===== config.mk =====
export PLATFORM = sky130hd
export DESIGN_NAME = bcd_scan_display
export DESIGN_NICKNAME = d
export VERILOG_FILES = /design/src/rtl/bcd_scan_display.sv
export SDC_FILE = /design/constraint.sdc
export NUM_CORES = 1
export LEC_CHECK = 0
export ABC_AREA = 0
export CELL_PAD_IN_SITES_DETAIL_PLACEMENT = 1
export CELL_PAD_IN_SITES_GLOBAL_PLACEMENT = 1
export CORE_ASPECT_RATIO = 1.5
export CORE_MARGIN = 8
export CORE_UTILIZATION = 35
export DETAILED_ROUTE_END_ITERATION = 8
export GPL_TIMING_DRIVEN = 0
export PLACE_DENSITY_LB_ADDON = 0.1
export SYNTH_ARGS = -nofsm -noshare
export SYNTH_HDL_FRONTEND = slang
export SYNTH_SLANG_ARGS = --single-unit

===== constraint.sdc =====
create_clock -name clk -period 2.05 [get_ports clk]
set_input_delay 0.5125 -clock clk [delete_from_list [all_inputs] [get_ports clk]]
set_output_delay 0.5125 -clock clk [all_outputs]
set_load 0.01 [all_outputs]

===== src/rtl/bcd_scan_display.sv =====
// bcd_scan_display: latches NUM_DIGITS BCD digits into a shadow register and
// time-multiplexes them onto one seven-segment bus with a one-hot digit enable.
// The first cycle of every digit slot is blanked to suppress ghosting.
// Optional macro BCD_SCAN_LZ_BLANK_EN enables leading-zero blanking.
module bcd_scan_display #(
  parameter int unsigned NUM_DIGITS = 4,
  parameter int unsigned PRESCALE   = 4
) (
  input  logic                    clk,
  input  logic                    reset,
  input  logic [4*NUM_DIGITS-1:0] digits_in,
  input  logic                    load,
  output logic [6:0]              seg,
  output logic [NUM_DIGITS-1:0]   an,
  output logic                    frame_done
);

  localparam int unsigned PW = (PRESCALE > 1) ? $clog2(PRESCALE) : 1;
  localparam int unsigned IW = (NUM_DIGITS > 1) ? $clog2(NUM_DIGITS) : 1;
  localparam int unsigned DW = 4 * NUM_DIGITS;

  logic [DW-1:0]         r_shadow;
  logic [PW-1:0]         r_pre_cnt;
  logic [IW-1:0]         r_idx;
  logic [6:0]            r_seg;
  logic [NUM_DIGITS-1:0] r_an;
  logic                  r_frame_done;

  logic                  w_pre_last;
  logic                  w_idx_last;
  logic [3:0]            w_digit;
  logic                  w_blank_sel;
  logic [NUM_DIGITS-1:0] w_lz_blank;
  logic [NUM_DIGITS-1:0] w_an_onehot;

  // BCD to gfedcba; non-BCD codes show a dash
  function automatic logic [6:0] f_decode(input logic [3:0] d);
    case (d)
      4'd0:    f_decode = 7'h3F;
      4'd1:    f_decode = 7'h06;
      4'd2:    f_decode = 7'h5B;
      4'd3:    f_decode = 7'h4F;
      4'd4:    f_decode = 7'h66;
      4'd5:    f_decode = 7'h6D;
      4'd6:    f_decode = 7'h7D;
      4'd7:    f_decode = 7'h07;
      4'd8:    f_decode = 7'h7F;
      4'd9:    f_decode = 7'h6F;
      default: f_decode = 7'h40;
    endcase
  endfunction

  assign w_pre_last  = (r_pre_cnt == PW'(PRESCALE - 1));
  assign w_idx_last  = (r_idx == IW'(NUM_DIGITS - 1));
  assign w_an_onehot = NUM_DIGITS'(1) << r_idx;

`ifdef BCD_SCAN_LZ_BLANK_EN
  logic w_zero_above;

  // Blank digits that are zero with only zeros above them; digit 0 always shows
  always_comb begin
    w_lz_blank   = '0;
    w_zero_above = 1'b1;
    for (int k = int'(NUM_DIGITS) - 1; k >= 1; k--) begin
      if (w_zero_above && (r_shadow[4*k +: 4] == 4'd0)) begin
        w_lz_blank[k] = 1'b1;
      end else begin
        w_zero_above = 1'b0;
      end
    end
  end
`else
  assign w_lz_blank = '0;
`endif

  // Select the active digit and its blanking flag
  always_comb begin
    w_digit     = 4'd0;
    w_blank_sel = 1'b0;
    for (int k = 0; k < int'(NUM_DIGITS); k++) begin
      if (r_idx == IW'(k)) begin
        w_digit     = r_shadow[4*k +: 4];
        w_blank_sel = w_lz_blank[k];
      end
    end
  end

  // Shadow capture, prescaler, digit index and registered display outputs
  always_ff @(posedge clk) begin
    if (!reset) begin
      r_shadow     <= '0;
      r_pre_cnt    <= '0;
      r_idx        <= '0;
      r_seg        <= 7'h00;
      r_an         <= '0;
      r_frame_done <= 1'b0;
    end else begin
      if (load) begin
        r_shadow <= digits_in;
      end
      r_pre_cnt <= w_pre_last ? '0 : r_pre_cnt + PW'(1);
      if (w_pre_last) begin
        r_idx <= w_idx_last ? '0 : r_idx + IW'(1);
      end
      r_frame_done <= w_pre_last && w_idx_last;
      if (r_pre_cnt == '0) begin
        r_an  <= '0;
        r_seg <= 7'h00;
      end else begin
        r_an  <= w_an_onehot;
        r_seg <= w_blank_sel ? 7'h00 : f_decode(w_digit);
      end
    end
  end

  assign seg        = r_seg;
  assign an         = r_an;
  assign frame_done = r_frame_done;

endmodule


After elaboration in Yosys (flattened, before gate mapping)
Memories as Yosys holds them, arrays and structs flattened. A register that Yosys moved wholly into a read port is not among the register bits. Index checks and enable logic that the tools add are counted.

Logic and storage cells: 24. Input bits: 19. Flip-flop bits (word level): 25. Output and inout port bits: 12. ROM bits: 112. Memories kept: 1. Memory bits (writable): 0. Bits in latches: 0.

Memories: (no name shown) (words 16, width 7, read ports 1, clocked after memory_dff 1, wr ports 0, line 38) `case (d)`.

Muxes and demuxes: 5. $lt $le $gt $ge: 0. Add/sub/neg operators: 2. Bitwise operators: 1. Equality and inequality tests: 4. Divide/modulo/power cells: 0. Reduce and logical (&&, ||, !) cells: 5. Multipliers: 0. Shift-type cells: 1.

Operators by type and width (count): $mux 4 (4); $eq 2x2->1 const B (3); $add 2x1->2 const B (2); $logic_not 2->1 (2); $reduce_or 2->1 (2); $shl 1x2->4 const A (1); $eq 2x1->1 const B (1); $mux 2 (1); $logic_and 1x1->1 (1); $not 1->1 (1).

Logic depth before layout (Yosys ltp)
Depth in word-level cells: 5. Mapped depth: 9. Gate-level depth less buffers: 9.

Worst setup path before layout
Ideal clock, no wire load.

Path type: register to register. From: register r_idx[0]. To: register r_seg[3] (netlist: seg[3]). Path slack: 0.072 ns. Data required time: 1.958 ns. Buffers on the path: 0. Clock period less this slack: 1.978 ns. Arrival time: 1.886 ns. Stages on the path, launching flop included: 9. Setup time: 0.092 ns. Cells stage by stage: dfxtp_1 > inv_1 > ha_1 > a211oi_1 > a211o_1 > inv_1 > ha_1 > inv_1 > o32ai_1.

Longest elaborated chain between the ends: 5. Elaborated cells on any way between the ends: 8. Those cells by class: eq/ne (3); mux (4); reduce/logical (1).

RTL lines: start, declared (line 24) `logic [IW-1:0] r_idx;`; start signal, assigned (line 103) `r_idx <= w_idx_last ? '0 : r_idx + IW'(1);`; $logic_not 2->1 (line 81) `if (r_idx == IW'(k)) begin`; $mux 4 (3 in a row) (line 81); $mux 4 (*) (line 81); end, declared (line 25) `logic [6:0] r_seg;`.

Every way passes the cells marked *; elsewhere a longest branch is shown, timed or not. A chain may end at the register's enable or synchronous reset.

Worst setup path in the final report
From: register r_idx[1]. To: register r_seg[5] (netlist: seg[5]).

The elaborated chain is that of the path after synthesis.

==> results_dict.tcl <==
set metrics [dict create \
    drive_above_1_share_pct 21.2 \
    crit_family "compound AO/OA/AOI/OAI gates" \
    startpoint "r_idx[1]" \
    path_max_fanout 8 \
    grt_max_degree 11 \
    die_w_um 69.7 \
    track_usage_pct 10.7 \
    slew_violations 0 \
    dp_hpwl_mm 2.68 \
    holdPathStages 1 \
    cts.htree.levels 2 \
    utilization_pct 50.9 \
    nFillCells 462 \
    gp_routability_congestion 0.728 \
    ir_worst_vdd_uv 536 \
    cts.sinks 32 \
    dieArea_sq_mm 0.00674 \
    worstPathArrival_ns 2.15 \
    power_density_mw_per_mm2 772 \
    leakage_nw 0.884 \
    r2r_slack_ns 0.06 \
    wl_per_cell_um 15.9 \
    hold_slack_ns 0.488 \
    vias 1181 \
    routed_wl_mm 3.74 \
    clock.fmax_ghz 0.502 \
    yosysSeqAreaShare_pct 42.2 \
    dr.pass1.iters 4 \
    finClkSkew_ns 0.00243 \
    die_height_um 96.6 \
    critPathBufInv 2 \
    clk_pin_slew_ns 0.07 \
    startpoint_type "register" \
    grt_pass1_wl_mm 6.02 \
    worstSetupEndpointType "register" \
    max_stage_delay_ns 0.41 \
    drc_errors 0 \
    path_class "register to register" \
    antenna_left 0 \
    syn_inst 143 \
    cp_slowest_cell "a221o_2" \
    setup_viol 0 \
    cts_tree "yes" \
    clockBufferDepth 2 \
    hold_viol_final 0 \
    fp-row-count 29 \
    grt_pass1_vias 1276 \
    worstReg2RegEnd "seg[5]" \
    design.core.area_sq_mm 0.00421 \
    crit_cells 8 \
    dpl-instance-area_sq_mm 0.00186 \
    syn-num-nets 175 \
    r2r_cells 8 \
    synth_area_sq_mm 0.00152 \
    cap_viol_max_count 0 \
    drt_iter0_drc 18 \
    root_buffer "clkbuf_8" \
    crit_end "seg[5]" \
    area_growth_pct 41.2 \
    grt_overflow 0 \
    synth_area_per_cell_sq_um 10.6 \
    power_w 0.00165 \
    synth_cell_types 30 \
    design_area_sq_mm 0.00214 \
    via_per_inst 5.03 \
    setup_ws_ns 0.0572 \
    start_util_pct 36.0 \
    holdBufCountCts 0 \
    max-slew-margin-rel_pct 65.8 \
    clock_latency_ns 0.28 \
    ios 31 \
    cp_cell_sequence "clkinvlp_4 > ha_4 > nand3b_1 > a221o_2 > buf_4 > ha_2 > mux2i_1 > o32ai_1" \
    hold_path.class "register to register" \
    place_ws_ns -0.263 \
    cts_made_buffers 5 \
    tightest_slew_ns 0.513 \
    fin_crit_sh_pct 97.2 \
    required_ns 2.21 \
    status "finished clean" \
    min_period_ns 1.99 \
    io_buffers 29 \
    r2r_start "r_idx[1]" \
    nets 220 \
    antenna_cells 0 \
    grt_antenna_before_repair 0 \
    yosys_warnings 0 \
    ys_seq_elements 32 \
]
worst min-delay path by stage:
stage	start	endpoint	slack (ns)
2_1_floorplan	r_pre_cnt[0]	r_pre_cnt[0]	0.43
3_3_place_gp	r_pre_cnt[0]	r_pre_cnt[0]	0.44
3_5_place_dp	r_pre_cnt[0]	r_pre_cnt[0]	0.45
4_1_cts	r_pre_cnt[0]	r_pre_cnt[0]	0.46
5_1_grt	r_pre_cnt[0]	r_pre_cnt[0]	0.50
6_report	r_pre_cnt[0]	r_pre_cnt[0]	0.49
timing repair:
item | 4_1_cts | 5_1_grt
gates resized for setup | 14 | 6
buffers inserted | 0 | 9
cloned | 0 | 0
hold endpoints to repair | 0 | 0
setup endpoints to repair | 7 | 3
pin swaps | 0 | 3
area by class of cell:
class	count	area [sq um]	area share, %
Inverter	10	43.8	2.05
Timing Repair Buffer	38	370	17.3
Tap cell	46	57.6	2.69
Clock buffer	7	96.3	4.50
Buffer	5	27.5	1.29
Sequential cell	32	648	30.3
Multi-Input combinational cell	96	867	40.5
Clock inverter	1	30.0	1.40
Yosys cell counts:
| cell type | instances | share of area [%] |
|---|---|---|
| a211o_1 | 1 | 0.58 |
| a211oi_1 | 4 | 2.0 |
| a211oi_4 | 1 | 1.3 |
| a21o_1 | 1 | 0.50 |
| a21oi_1 | 2 | 0.66 |
| a221o_2 | 2 | 1.5 |
| and3_2 | 1 | 0.50 |
| and3b_1 | 1 | 0.58 |
| buf_2 | 1 | 0.33 |
| buf_6 | 1 | 0.74 |
| clkbuf_1 | 3 | 0.74 |
| dfxtp_1 | 32 | 42 |
| ha_1 | 13 | 11 |
| inv_1 | 10 | 2.5 |
| mux2i_1 | 22 | 15 |
| nand2_1 | 4 | 0.99 |
| nand2b_1 | 1 | 0.41 |
| nand3_1 | 1 | 0.33 |
| nand3b_1 | 4 | 2.0 |
| nor2_1 | 3 | 0.74 |
| nor2b_1 | 19 | 7.8 |
| nor2b_2 | 2 | 1.2 |
| nor3_1 | 2 | 0.66 |
| nor3b_1 | 4 | 2.0 |
| nor3b_2 | 1 | 0.82 |
| o21a_1 | 1 | 0.50 |
| o21bai_1 | 1 | 0.50 |
| o22ai_1 | 1 | 0.41 |
| o32ai_1 | 3 | 1.7 |
| or2_4 | 1 | 0.58 |
sequential cells by signal, indices dropped and copies added (netlist names):
name and cells:
an 4, frame_done 1, r_idx 2, r_pre_cnt 2, r_shadow 16, seg 7
placed cells by master, fill, tap and decap left out, types with 2 or more instances in the layout:
cell type / Yosys / final
dfxtp_1: 32 / 30
clkdlybuf4s50_1: 0 / 29
mux2i_1: 22 / 22
nor2b_1: 19 / 19
ha_1: 13 / 8
buf_4: 0 / 8
clkbuf_8: 0 / 7
inv_1: 10 / 6
nand3b_1: 4 / 4
nor3b_1: 4 / 4
nand2_1: 4 / 4
a211oi_1: 4 / 3
clkbuf_1: 3 / 3
o32ai_1: 3 / 3
nor2_1: 3 / 3
ha_4: 0 / 3
nor2b_2: 2 / 2
a221o_2: 2 / 2
inv_2: 0 / 2
nor3_1: 2 / 2
a21oi_1: 2 / 2
ha_2: 0 / 2
dfxtp_4: 0 / 2
logic make-up (layout without fill, tap and decap cells):
kind of cell	after synthesis	in the layout	synth area share, %
flops	32	32	42.2
fa+ha+maj	13	13	10.7
compound gates	17	17	9.65
buf+inv	15	61	4.29
simple gates	44	44	18.6
mux	22	22	14.5
metrics by stage:
step	std cells	TNS [ns]
finish	235	0
global route	235	-0.0524
CTS	226	0
detailed placement	218	-0.891
global placement	218	-0.643
floorplan	143	0
power by group:
part | leakage [nW] | switching [W] | total [W] | internal [W]
clock network | 0.0645 | 0.000236 | 0.000665 | 0.000429
registers | 0.265 | 0.0000256 | 0.000692 | 0.000667
logic | 0.554 | 0.000130 | 0.000296 | 0.000166
metal layers:
| layer | global-route usage (%) | wire length [um] | vias to the layer above |
|---|---|---|---|
| met3 | 3.17 | 144 | 4 |
| met5 | 0 | 0 | - |
| met2 | 19.8 | 2090 | 22 |
| met4 | 5.12 | 35 | 0 |
| li1 | - | - | 579 |
| met1 | 10.4 | 1470 | 576 |
(Power assumes the default switching activity.)
